### config.mk
export PLATFORM = sky130hd
export DESIGN_NAME = fpga_version_reader_flat
export DESIGN_NICKNAME = d
export VERILOG_FILES = /design/src/rtl/fpga_version_reader_if.sv /design/src/rtl/fpga_version_reader.sv /design/src/flat_wrapper.sv
export SDC_FILE = /design/constraint.sdc
export NUM_CORES = 1
export LEC_CHECK = 0
export CAP_MARGIN = 5
export CELL_PAD_IN_SITES_DETAIL_PLACEMENT = 0
export CELL_PAD_IN_SITES_GLOBAL_PLACEMENT = 2
export CORE_MARGIN = 8
export CORE_UTILIZATION = 29
export CTS_CLUSTER_DIAMETER = 100
export DETAILED_ROUTE_END_ITERATION = 10
export GPL_TIMING_DRIVEN = 0
export PLACE_DENSITY_LB_ADDON = 0.1
export SLEW_MARGIN = 40
export SYNTH_ARGS = -nofsm -noshare
export SYNTH_HDL_FRONTEND = slang
export SYNTH_SLANG_ARGS = --single-unit
export TNS_END_PERCENT = 30
### constraint.sdc
create_clock -name SysClk_ClkIn -period 2.6 [get_ports SysClk_ClkIn]
set_input_delay 0.52 -clock SysClk_ClkIn [delete_from_list [all_inputs] [get_ports SysClk_ClkIn]]
set_output_delay 0.52 -clock SysClk_ClkIn [all_outputs]
set_load 0.03 [all_outputs]
### src/rtl/fpga_version_reader_if.sv
`default_nettype none
//============================================================================
// Module      : fpga_version_reader_if
// Description : AXI4-Lite read-channel bundle between fpga_version_reader
//               and the version register slave. Only the AR and R channels
//               exist because the reader never writes.
//                 master modport : drives ARVALID/ARADDR/ARPROT/RREADY
//                 slave  modport : drives ARREADY/RVALID/RRESP/RDATA
// Revision    : 1.0  initial release
//============================================================================
interface fpga_version_reader_if;

    // Read address channel
    logic        AxiReadAddrValid_ValOut;
    logic        AxiReadAddrReady_RdyIn;
    logic [15:0] AxiReadAddrAddress_AdrOut;
    logic [2:0]  AxiReadAddrProt_DatOut;

    // Read data channel
    logic        AxiReadDataValid_ValIn;
    logic        AxiReadDataReady_RdyOut;
    logic [1:0]  AxiReadDataResponse_DatIn;
    logic [31:0] AxiReadDataData_DatIn;

    modport master (
        output AxiReadAddrValid_ValOut,
        input  AxiReadAddrReady_RdyIn,
        output AxiReadAddrAddress_AdrOut,
        output AxiReadAddrProt_DatOut,
        input  AxiReadDataValid_ValIn,
        output AxiReadDataReady_RdyOut,
        input  AxiReadDataResponse_DatIn,
        input  AxiReadDataData_DatIn
    );

    modport slave (
        input  AxiReadAddrValid_ValOut,
        output AxiReadAddrReady_RdyIn,
        input  AxiReadAddrAddress_AdrOut,
        input  AxiReadAddrProt_DatOut,
        output AxiReadDataValid_ValIn,
        input  AxiReadDataReady_RdyOut,
        output AxiReadDataResponse_DatIn,
        output AxiReadDataData_DatIn
    );

endinterface : fpga_version_reader_if
`default_nettype wire

### src/rtl/fpga_version_reader.sv
`default_nettype none
//============================================================================
// Module      : fpga_version_reader
// Description : AXI4-Lite read-only master that fetches the 32-bit FPGA
//               version register after reset and/or on request, optionally
//               re-polls it, and holds the last good value on discrete
//               outputs for status logic.
//
// Ports
//   SysClk_ClkIn        in   system clock, rising edge
//   SysRst_RstIn        in   asynchronous active-high reset
//   Start_EvtIn         in   single-cycle request for one read
//   AxiRead             mst  AXI4-Lite AR/R channels (fpga_version_reader_if)
//   Version_DatOut      out  last successfully read register value
//   VersionValid_ValOut out  Version_DatOut holds a good value
//   Busy_ValOut         out  a read is in flight
//   RespError_ErrOut    out  last completed read returned RRESP != OKAY
//   Timeout_ErrOut      out  current or last read exceeded the timeout
//
// Revision    : 1.0  initial release
//============================================================================
module fpga_version_reader #(
    parameter logic [15:0] VersionRegAddr_Gen = 16'h0000,
    parameter bit          AutoStart_Gen      = 1'b1,
    parameter int unsigned PollPeriod_Gen     = 0,
    parameter int unsigned TimeoutCycles_Gen  = 1023
) (
    input  wire logic               SysClk_ClkIn,
    input  wire logic               SysRst_RstIn,
    input  wire logic               Start_EvtIn,
    fpga_version_reader_if.master   AxiRead,
    output logic [31:0]             Version_DatOut,
    output logic                    VersionValid_ValOut,
    output logic                    Busy_ValOut,
    output logic                    RespError_ErrOut,
    output logic                    Timeout_ErrOut
);

    //------------------------------------------------------------------------
    // Constants
    //------------------------------------------------------------------------
    // Poll counter must hold the value PollPeriod_Gen itself.
    localparam int unsigned c_POLL_W =
        (PollPeriod_Gen > 1) ? $clog2(PollPeriod_Gen + 1) : 1;
    localparam logic [c_POLL_W-1:0] c_POLL_END = c_POLL_W'(PollPeriod_Gen);
    localparam bit c_POLL_EN = (PollPeriod_Gen != 0);

    // Timeout limit is at most 2^20-1, so 20 bits always suffice.
    localparam int unsigned c_TO_W = 20;
    localparam logic [c_TO_W-1:0] c_TO_LIMIT = c_TO_W'(TimeoutCycles_Gen);

    localparam logic [1:0] c_ST_IDLE = 2'd0;
    localparam logic [1:0] c_ST_ADDR = 2'd1;
    localparam logic [1:0] c_ST_DATA = 2'd2;
    localparam logic [1:0] c_ST_WAIT = 2'd3;

    //------------------------------------------------------------------------
    // State
    //------------------------------------------------------------------------
    logic [1:0]          r_state;
    logic                r_arValid;
    logic                r_rReady;
    logic                r_busy;
    logic                r_autoPend;
    logic [c_POLL_W-1:0] r_pollCnt;
    logic [c_TO_W-1:0]   r_toCnt;
    logic                r_timeout;
    logic [31:0]         r_version;
    logic                r_versionValid;
    logic                r_respError;

    //------------------------------------------------------------------------
    // Combinational decode
    //------------------------------------------------------------------------
    logic                w_arHandshake;
    logic                w_rHandshake;
    logic                w_pollExpired;
    logic                w_launch;
    logic [c_TO_W-1:0]   w_toNext;

    assign w_arHandshake = r_arValid & AxiRead.AxiReadAddrReady_RdyIn;
    // RREADY is only high in DATA, so an early RVALID never completes a read.
    assign w_rHandshake  = r_rReady & AxiRead.AxiReadDataValid_ValIn;
    assign w_pollExpired = (r_state == c_ST_WAIT) && (r_pollCnt == c_POLL_END);

    // Every trigger source funnels into one launch strobe, so a Start that
    // coincides with the AutoStart cycle or with poll expiry yields exactly
    // one read. Start outside IDLE/WAIT is simply not looked at.
    always_comb begin
        w_launch = 1'b0;
        case (r_state)
            c_ST_IDLE: w_launch = Start_EvtIn | r_autoPend;
            c_ST_WAIT: w_launch = Start_EvtIn | w_pollExpired;
            default:   w_launch = 1'b0;
        endcase
    end

    assign w_toNext = r_toCnt + c_TO_W'(1);

    //------------------------------------------------------------------------
    // Handshake FSM
    //------------------------------------------------------------------------
    always_ff @(posedge SysClk_ClkIn or posedge SysRst_RstIn) begin
        if (SysRst_RstIn) begin
            r_state    <= c_ST_IDLE;
            r_arValid  <= 1'b0;
            r_rReady   <= 1'b0;
            r_busy     <= 1'b0;
            r_autoPend <= AutoStart_Gen;
        end else begin
            // AutoStart only gets the very first cycle after reset release.
            r_autoPend <= 1'b0;
            case (r_state)
                c_ST_IDLE, c_ST_WAIT: begin
                    if (w_launch) begin
                        r_state   <= c_ST_ADDR;
                        r_arValid <= 1'b1;
                        r_busy    <= 1'b1;
                    end
                end
                c_ST_ADDR: begin
                    // ARVALID is never withdrawn before ARREADY, even after
                    // the timeout flag has been raised.
                    if (w_arHandshake) begin
                        r_state   <= c_ST_DATA;
                        r_arValid <= 1'b0;
                        r_rReady  <= 1'b1;
                    end
                end
                c_ST_DATA: begin
                    if (w_rHandshake) begin
                        r_state  <= c_POLL_EN ? c_ST_WAIT : c_ST_IDLE;
                        r_rReady <= 1'b0;
                        r_busy   <= 1'b0;
                    end
                end
                default: begin
                    r_state   <= c_ST_IDLE;
                    r_arValid <= 1'b0;
                    r_rReady  <= 1'b0;
                    r_busy    <= 1'b0;
                end
            endcase
        end
    end

    //------------------------------------------------------------------------
    // Poll interval counter: zero on entry to WAIT, counts once per WAIT
    // cycle and launches the next read when it has reached PollPeriod_Gen.
    //------------------------------------------------------------------------
    always_ff @(posedge SysClk_ClkIn or posedge SysRst_RstIn) begin
        if (SysRst_RstIn) begin
            r_pollCnt <= '0;
        end else if ((r_state == c_ST_WAIT) && !w_launch) begin
            r_pollCnt <= r_pollCnt + c_POLL_W'(1);
        end else begin
            r_pollCnt <= '0;
        end
    end

    //------------------------------------------------------------------------
    // Timeout supervision. The count restarts with each launch and
    // saturates at the limit; the flag is sticky until the next launch so a
    // late completion still leaves the evidence visible.
    //------------------------------------------------------------------------
    always_ff @(posedge SysClk_ClkIn or posedge SysRst_RstIn) begin
        if (SysRst_RstIn) begin
            r_toCnt   <= '0;
            r_timeout <= 1'b0;
        end else if (w_launch) begin
            r_toCnt   <= '0;
            r_timeout <= 1'b0;
        end else if (r_busy && (r_toCnt != c_TO_LIMIT)) begin
            r_toCnt <= w_toNext;
            if (w_toNext == c_TO_LIMIT) begin
                r_timeout <= 1'b1;
            end
        end
    end

    //------------------------------------------------------------------------
    // Result capture. An error response keeps the previous good value on
    // the outputs and only raises the error flag.
    //------------------------------------------------------------------------
    always_ff @(posedge SysClk_ClkIn or posedge SysRst_RstIn) begin
        if (SysRst_RstIn) begin
            r_version      <= '0;
            r_versionValid <= 1'b0;
            r_respError    <= 1'b0;
        end else if (w_rHandshake) begin
            if (AxiRead.AxiReadDataResponse_DatIn == 2'b00) begin
                r_version      <= AxiRead.AxiReadDataData_DatIn;
                r_versionValid <= 1'b1;
                r_respError    <= 1'b0;
            end else begin
                r_respError    <= 1'b1;
            end
        end
    end

    //------------------------------------------------------------------------
    // Outputs
    //------------------------------------------------------------------------
    assign AxiRead.AxiReadAddrValid_ValOut   = r_arValid;
    assign AxiRead.AxiReadAddrAddress_AdrOut = VersionRegAddr_Gen;
    assign AxiRead.AxiReadAddrProt_DatOut    = 3'b000;
    assign AxiRead.AxiReadDataReady_RdyOut   = r_rReady;

    assign Version_DatOut      = r_version;
    assign VersionValid_ValOut = r_versionValid;
    assign Busy_ValOut         = r_busy;
    assign RespError_ErrOut    = r_respError;
    assign Timeout_ErrOut      = r_timeout;

endmodule : fpga_version_reader
`default_nettype wire

### src/flat_wrapper.sv
// flat-port wrapper written by rule: the top's interface ports become plain ports
module fpga_version_reader_flat 
#(
    parameter logic [15:0] VersionRegAddr_Gen = 16'h0000,
    parameter bit          AutoStart_Gen      = 1'b1,
    parameter int unsigned PollPeriod_Gen     = 0,
    parameter int unsigned TimeoutCycles_Gen  = 1023
)
  (SysClk_ClkIn, SysRst_RstIn, Start_EvtIn, Version_DatOut, VersionValid_ValOut, Busy_ValOut, RespError_ErrOut, Timeout_ErrOut, AxiRead_AxiReadAddrValid_ValOut, AxiRead_AxiReadAddrReady_RdyIn, AxiRead_AxiReadAddrAddress_AdrOut, AxiRead_AxiReadAddrProt_DatOut, AxiRead_AxiReadDataValid_ValIn, AxiRead_AxiReadDataReady_RdyOut, AxiRead_AxiReadDataResponse_DatIn, AxiRead_AxiReadDataData_DatIn);
  fpga_version_reader_if AxiRead_i ();
  input  wire logic SysClk_ClkIn;
  input  wire logic SysRst_RstIn;
  input  wire logic Start_EvtIn;
  output logic [31:0] Version_DatOut;
  output logic VersionValid_ValOut;
  output logic Busy_ValOut;
  output logic RespError_ErrOut;
  output logic Timeout_ErrOut;
  output wire logic [$bits(AxiRead_i.AxiReadAddrValid_ValOut)-1:0] AxiRead_AxiReadAddrValid_ValOut;
  input wire logic [$bits(AxiRead_i.AxiReadAddrReady_RdyIn)-1:0] AxiRead_AxiReadAddrReady_RdyIn;
  output wire logic [$bits(AxiRead_i.AxiReadAddrAddress_AdrOut)-1:0] AxiRead_AxiReadAddrAddress_AdrOut;
  output wire logic [$bits(AxiRead_i.AxiReadAddrProt_DatOut)-1:0] AxiRead_AxiReadAddrProt_DatOut;
  input wire logic [$bits(AxiRead_i.AxiReadDataValid_ValIn)-1:0] AxiRead_AxiReadDataValid_ValIn;
  output wire logic [$bits(AxiRead_i.AxiReadDataReady_RdyOut)-1:0] AxiRead_AxiReadDataReady_RdyOut;
  input wire logic [$bits(AxiRead_i.AxiReadDataResponse_DatIn)-1:0] AxiRead_AxiReadDataResponse_DatIn;
  input wire logic [$bits(AxiRead_i.AxiReadDataData_DatIn)-1:0] AxiRead_AxiReadDataData_DatIn;
  assign AxiRead_AxiReadAddrValid_ValOut = AxiRead_i.AxiReadAddrValid_ValOut;
  assign AxiRead_i.AxiReadAddrReady_RdyIn = AxiRead_AxiReadAddrReady_RdyIn;
  assign AxiRead_AxiReadAddrAddress_AdrOut = AxiRead_i.AxiReadAddrAddress_AdrOut;
  assign AxiRead_AxiReadAddrProt_DatOut = AxiRead_i.AxiReadAddrProt_DatOut;
  assign AxiRead_i.AxiReadDataValid_ValIn = AxiRead_AxiReadDataValid_ValIn;
  assign AxiRead_AxiReadDataReady_RdyOut = AxiRead_i.AxiReadDataReady_RdyOut;
  assign AxiRead_i.AxiReadDataResponse_DatIn = AxiRead_AxiReadDataResponse_DatIn;
  assign AxiRead_i.AxiReadDataData_DatIn = AxiRead_AxiReadDataData_DatIn;
  fpga_version_reader #(.VersionRegAddr_Gen(VersionRegAddr_Gen), .AutoStart_Gen(AutoStart_Gen), .PollPeriod_Gen(PollPeriod_Gen), .TimeoutCycles_Gen(TimeoutCycles_Gen)) u_core (.SysClk_ClkIn(SysClk_ClkIn), .SysRst_RstIn(SysRst_RstIn), .Start_EvtIn(Start_EvtIn), .AxiRead(AxiRead_i), .Version_DatOut(Version_DatOut), .VersionValid_ValOut(VersionValid_ValOut), .Busy_ValOut(Busy_ValOut), .RespError_ErrOut(RespError_ErrOut), .Timeout_ErrOut(Timeout_ErrOut));
endmodule
Word-level counts from Yosys, hierarchy flattened

Cells that the tools add are included.
W data, S select, Z words.

Bits in registers: 62
Input bits: 39
Word-level logic and storage cells: 63

Mux-type cells: 19
Add/subtract/negate cells: 2
Equal/unequal tests: 8
Bitwise operators: 5
Reduce and logical (&&, ||, !) cells: 18

Operators with widths:

| kind                    | number |
|---|---|
| $mux W20                | 2 |
| $add A20 B1 Y20 const B | 1 |
| $eq A20 B10 Y1 const B  | 1 |
| $ne A20 B10 Y1 const B  | 1 |
| $reduce_and A3 Y1       | 4 |
| $reduce_bool A2 Y1      | 5 |
| $mux W1                 | 9 |
| $pmux W1 S2             | 4 |
| $mux W2                 | 3 |
| $ne A2 B1 Y1 const B    | 3 |
| $pmux W2 S3             | 1 |
| $eq A2 B2 Y1 const B    | 2 |
| $logic_not A2 Y1        | 2 |
| $reduce_and A2 Y1       | 2 |
| $logic_and A1 B1 Y1     | 3 |
| $and A1 B1 Y1           | 2 |
| $eq A2 B1 Y1 const B    | 1 |
| $or A1 B1 Y1            | 2 |
| $reduce_or A2 Y1        | 1 |
| $add A1 B1 Y1 const B   | 1 |
| $logic_not A1 Y1        | 1 |
| $not A1 Y1              | 1 |

Logic depth before layout (Yosys ltp)

Depth in word-level cells: 7
Depth in mapped cells: 9
Mapped depth without buffers: 7

Least setup slack after synthesis

No wires, ideal clock.

Path kind: reg2reg
From: register u_core.r_toCnt[0]
To: register u_core.r_toCnt[16]
Setup time: 132 ps
Data arrival time: 1841 ps
Slack: 627 ps
Data required time: 2468 ps
Stages on the path, launching flop included: 10
Path through: dfrtp_1 -> ha_1 -> nand3_1 -> or2_1 -> o31a_1 -> buf_6 -> buf_8 -> nand4_1 -> xor2_1 -> nor2_1

Cells in the longest elaborated chain, start to end: 3

RTL lines:

| what                                                     | line                                                  | text |
|---|---|---|
| start: declaration                                       | fpga_version_reader.sv:66                             | `logic [c_TO_W-1:0] r_toCnt;` |
| start signal: assignment                                 | fpga_version_reader.sv:174                            | `r_toCnt <= w_toNext;` |
| $add A20 B1 Y20 / $ne A20 B10 Y1 (equally long branches) | fpga_version_reader.sv:98, fpga_version_reader.sv:173 |  |
| $mux W20 / $logic_and A1 B1 Y1 (equally long branches)   | fpga_version_reader.sv:173                            | `end else if (r_busy && (r_toCnt != c_TO_LIMIT)) begin` |
| $mux W20 / $reduce_bool A2 Y1 (equally long branches)    | -                                                     |  |

Several ways; a longest one is shown, not always the timed one. The select of a mux whose other input is x is not followed.
A chain may end at the register's enable or synchronous reset.

Worst setup path in the final report

From: register u_core.r_toCnt[0]
To: register u_core.r_timeout (netlist: u_core.Timeout_ErrOut)

Cells in the longest elaborated chain, start to end: 4

RTL lines:

| what                                                         | line                                                   | text |
|---|---|---|
| $add A20 B1 Y20 / $ne A20 B10 Y1 (equally long branches)     | fpga_version_reader.sv:98, fpga_version_reader.sv:173  |  |
| $eq A20 B10 Y1 / $logic_and A1 B1 Y1 (equally long branches) | fpga_version_reader.sv:175, fpga_version_reader.sv:173 |  |
| $reduce_bool A2 Y1 (no line)                                 | -                                                      |  |
| $reduce_and A2 Y1 (no line) (*)                              | -                                                      |  |
| end signal: assignment                                       | fpga_version_reader.sv:169                             | `r_timeout <= 1'b0;` |
| end signal: assignment                                       | fpga_version_reader.sv:172                             | `r_timeout <= 1'b0;` |
| end signal: assignment                                       | fpga_version_reader.sv:176                             | `r_timeout <= 1'b1;` |
| end: declaration                                             | fpga_version_reader.sv:67                              | `logic r_timeout;` |

Mark *: on every way between the ends. The rest lies on a longest branch, timed or not.

==> results.yml <==
floorplan:
  num_rows: 38
  io_pins: 96
  start_util: 0.293
  coreArea_sq_mm: 0.0107
  die_w_um: 120
  die_y_um: 120
  die_area_sq_mm: 0.0143
finish:
  drive_above_1_share: 0.211
  syn2layout_area_growth_pct: 40.3
  nets: 439
  final_area_sq_mm: 0.00438
  num_antenna_cells: 0
route:
  drc_errors: 0
  top_layer: "met4"
  finalWirelength_um: 8060
  met3_wirelength_um: 1090
  met2_length_um: 3450
  drtAntennaViolNets: 0
  num_vias: 2383
  first_iter_violations: 67
  post_drt_wl_per_cell_um: 15.0
  wl_met1_um: 3450
  via_per_inst: 4.42
  first_pass_iters: 4
job:
  max_cap_viol_count: 0
clock_tree:
  root_buffer: "clkbuf_8"
  cts_made_buffers: 9
  h-tree-depth: 3
  clock_path_buffers: 2
  ctsHoldBuffers: 0
  clk_pin_slew_ns: 0.07
  cts_tree: "yes"
  cts_setup_buffers: 0
  post_cts_resized: 0
  insertion_delay_ns: 0.34
  numClockSinks: 62
global_routing:
  track_usage: 0.118
  first_global_vias: 2564
  grt-ovfl-total: 0
  antenna_found_initial: 0
  grt_start_max_net_pins: 42
  grt_pass1_wl_um: 13400
place:
  dp_hpwl_um: 5880
  routabilityCongestion: 0.694
  placed_cell_area_sq_mm: 0.00416
  port-buffer-count: 76
yosys:
  synth_xor_area_frac: 0.0646
  ys.flop_type: "dfrtp_1"
  synth-compound-area-share: 0.0461
  ys_warn_count: 0
  async_reset_ff_frac: 1.00
  synthSimpleGateAreaFrac: 0.168
  syn_area_sq_mm: 0.00312
  synthCells: 287
  synth-edff-count: 0
  synth_top_family_by_area: "simple AND/OR/NAND/NOR gates"
  ys_seq_area_frac: 0.498
  synthMuxAreaShare: 0.122
  yosysUniqueCellTypes: 41
  syn_area_per_cell_sq_um: 10.9
  synthAdderAreaFrac: 0.0241
  ys_ff_latch: 62
worst_setup_path:
  crit_type: "flop to flop"
  cp.arrival_ns: 2.58
  cp.required_ns: 2.84
  r2r_cells: 7
  crit_fanout: 8
  endpoint_kind: "flop"
  start_kind: "flop"
timing:
  clock_skew_ns: 0.0102
  fmax_mhz: 427
  hold_viol: 0
  setup_viol: 0
  relSlewSlack: 0.539
  rsz0062_at_grt: "false"
  tightest_slew_ns: 0.687
  drv_slew: 0
  finalCritPeriodShare: 0.901
  min_period_ns: 2.34
run_status:
  outcome: "finished, final reports clean"
power:
  power.density_mw_per_mm2: 971
  p_leak_uw: 0.00191
  power_uw: 4250
  vdd_drop_max_mv: 0.531
min_path:
  hp-class: "input port to asynchronous set/reset pin"
[registers in the layout (all words and copies together), names as in the netlist]
register,flops
u_core.r_pollCnt,1
u_core.Version_DatOut,32
u_core.r_toCnt,20
u_core.AxiRead.AxiReadAddrValid_ValOut,1
u_core.Timeout_ErrOut,1
u_core.VersionValid_ValOut,1
u_core.Busy_ValOut,1
u_core.RespError_ErrOut,1
u_core.r_state,2
u_core.AxiRead.AxiReadDataReady_RdyOut,1
u_core.r_autoPend,1
[critical path: stages (launching register included)]
cell and delay (ns):
dfrtp_1 0.43, ha_1 0.33, nand3_1 0.17, nor3_1 0.60
nand3_1 0.17, xor2_1 0.18, nand4_1 0.09, o32ai_1 0.26
[layer usage]
layer,up-vias,global-route usage
met5,-,0
met4,0,0.0281
met3,6,0.0874
met2,77,0.170
met1,1133,0.135
li1,1167,-
[cells by family (layout without fill, tap and decap cells)]
group / Yosys count / in the layout
flip-flops: 62 / 62
XOR/XNOR: 23 / 23
AO/OA/AOI/OAI: 22 / 22
multiplexers: 34 / 34
buffers and inverters: 38 / 131
adder cells (fa/ha/maj): 6 / 6
other: 1 / 20
AND/OR/NAND/NOR: 101 / 101
[cell usage in the layout (no fill, tap or decap), types with 3 or more instances in the layout]
| master | instances |
|---|---|
| nor3_1 | 4 |
| mux2_2 | 33 |
| clkbuf_8 | 10 |
| nor2_1 | 26 |
| clkdlybuf4s50_1 | 76 |
| nand4_1 | 12 |
| xor2_1 | 19 |
| xnor2_1 | 4 |
| buf_4 | 19 |
| and3_1 | 3 |
| buf_2 | 4 |
| a21oi_1 | 5 |
| clkbuf_1 | 6 |
| conb_1 | 20 |
| ha_1 | 6 |
| nand2_1 | 20 |
| nor2b_1 | 7 |
| nand3_1 | 14 |
| dfrtp_1 | 61 |
| inv_1 | 6 |
| nor4_1 | 4 |
| o21ai_0 | 5 |
[final cells by class]
cell class,instances,area [sq um]
buffer,31,211
clock buffer,10,138
clock inverter,6,68.8
fill,1083,6270
inverter,7,31.3
multi-input combinational,206,1410
sequential,62,1550
tap,140,175
timing repair buffer,77,788
[worst paths after layout]
path	from	slack, ns	endpoint
setup / recovery	u_core.r_toCnt[0]$_DFFE_PP0P_	0.26	u_core.Timeout_ErrOut$_DFFE_PP0P_
hold / removal	SysRst_RstIn	0.49	u_core.Version_DatOut[17]$_DFFE_PP0P_
setup reg to reg	u_core.r_toCnt[0]$_DFFE_PP0P_	0.26	u_core.Timeout_ErrOut$_DFFE_PP0P_
hold reg to reg	u_core.VersionValid_ValOut$_DFFE_PP0P_	0.49	u_core.VersionValid_ValOut$_DFFE_PP0P_
max in group asynchronous	SysRst_RstIn	1.57	u_core.r_autoPend$_DFF_PP1_
min in group SysClk_ClkIn	u_core.VersionValid_ValOut$_DFFE_PP0P_	0.49	u_core.VersionValid_ValOut$_DFFE_PP0P_
[synthesized netlist by cell type (all sizes together), types with 4 or more instances]
cell type	number	area (sq um)
a21oi	5	25.0
buf	25	189
clkbuf	6	22.5
dfrtp	61	1530
ha	6	75.1
inv	7	26.3
mux2	33	372
nand2	20	75.1
nand3	14	70.1
nand4	13	96.3
nor2	27	104
nor2b	7	43.8
nor3	6	30.0
nor4	5	46.3
o21ai	5	25.0
xnor2	4	35.0
xor2	19	166
[where the power goes]
part | internal [uW] | switching (uW)
logic | 833 | 1080
clock network | 474 | 416
registers | 1250 | 193
total | 2560 | 1690
[stage by stage]
step | TNS (ns) | instances | util | setup slack (ns) | hold WS [ns]
2_1_floorplan | 0 | 306 | - | 0.540 | 0.499
3_3_place_gp | -52.81 | 522 | 0.387 | -0.825 | 0.457
3_5_place_dp | -4.27 | 523 | 0.391 | -0.166 | 0.462
4_1_cts | 0 | 539 | 0.410 | 0.187 | 0.491
5_1_grt | 0 | 539 | 0.411 | 0.0943 | 0.496
6_report | 0 | 539 | 0.411 | 0.259 | 0.490
No activity file was read; power rests on OpenSTA's default activity.
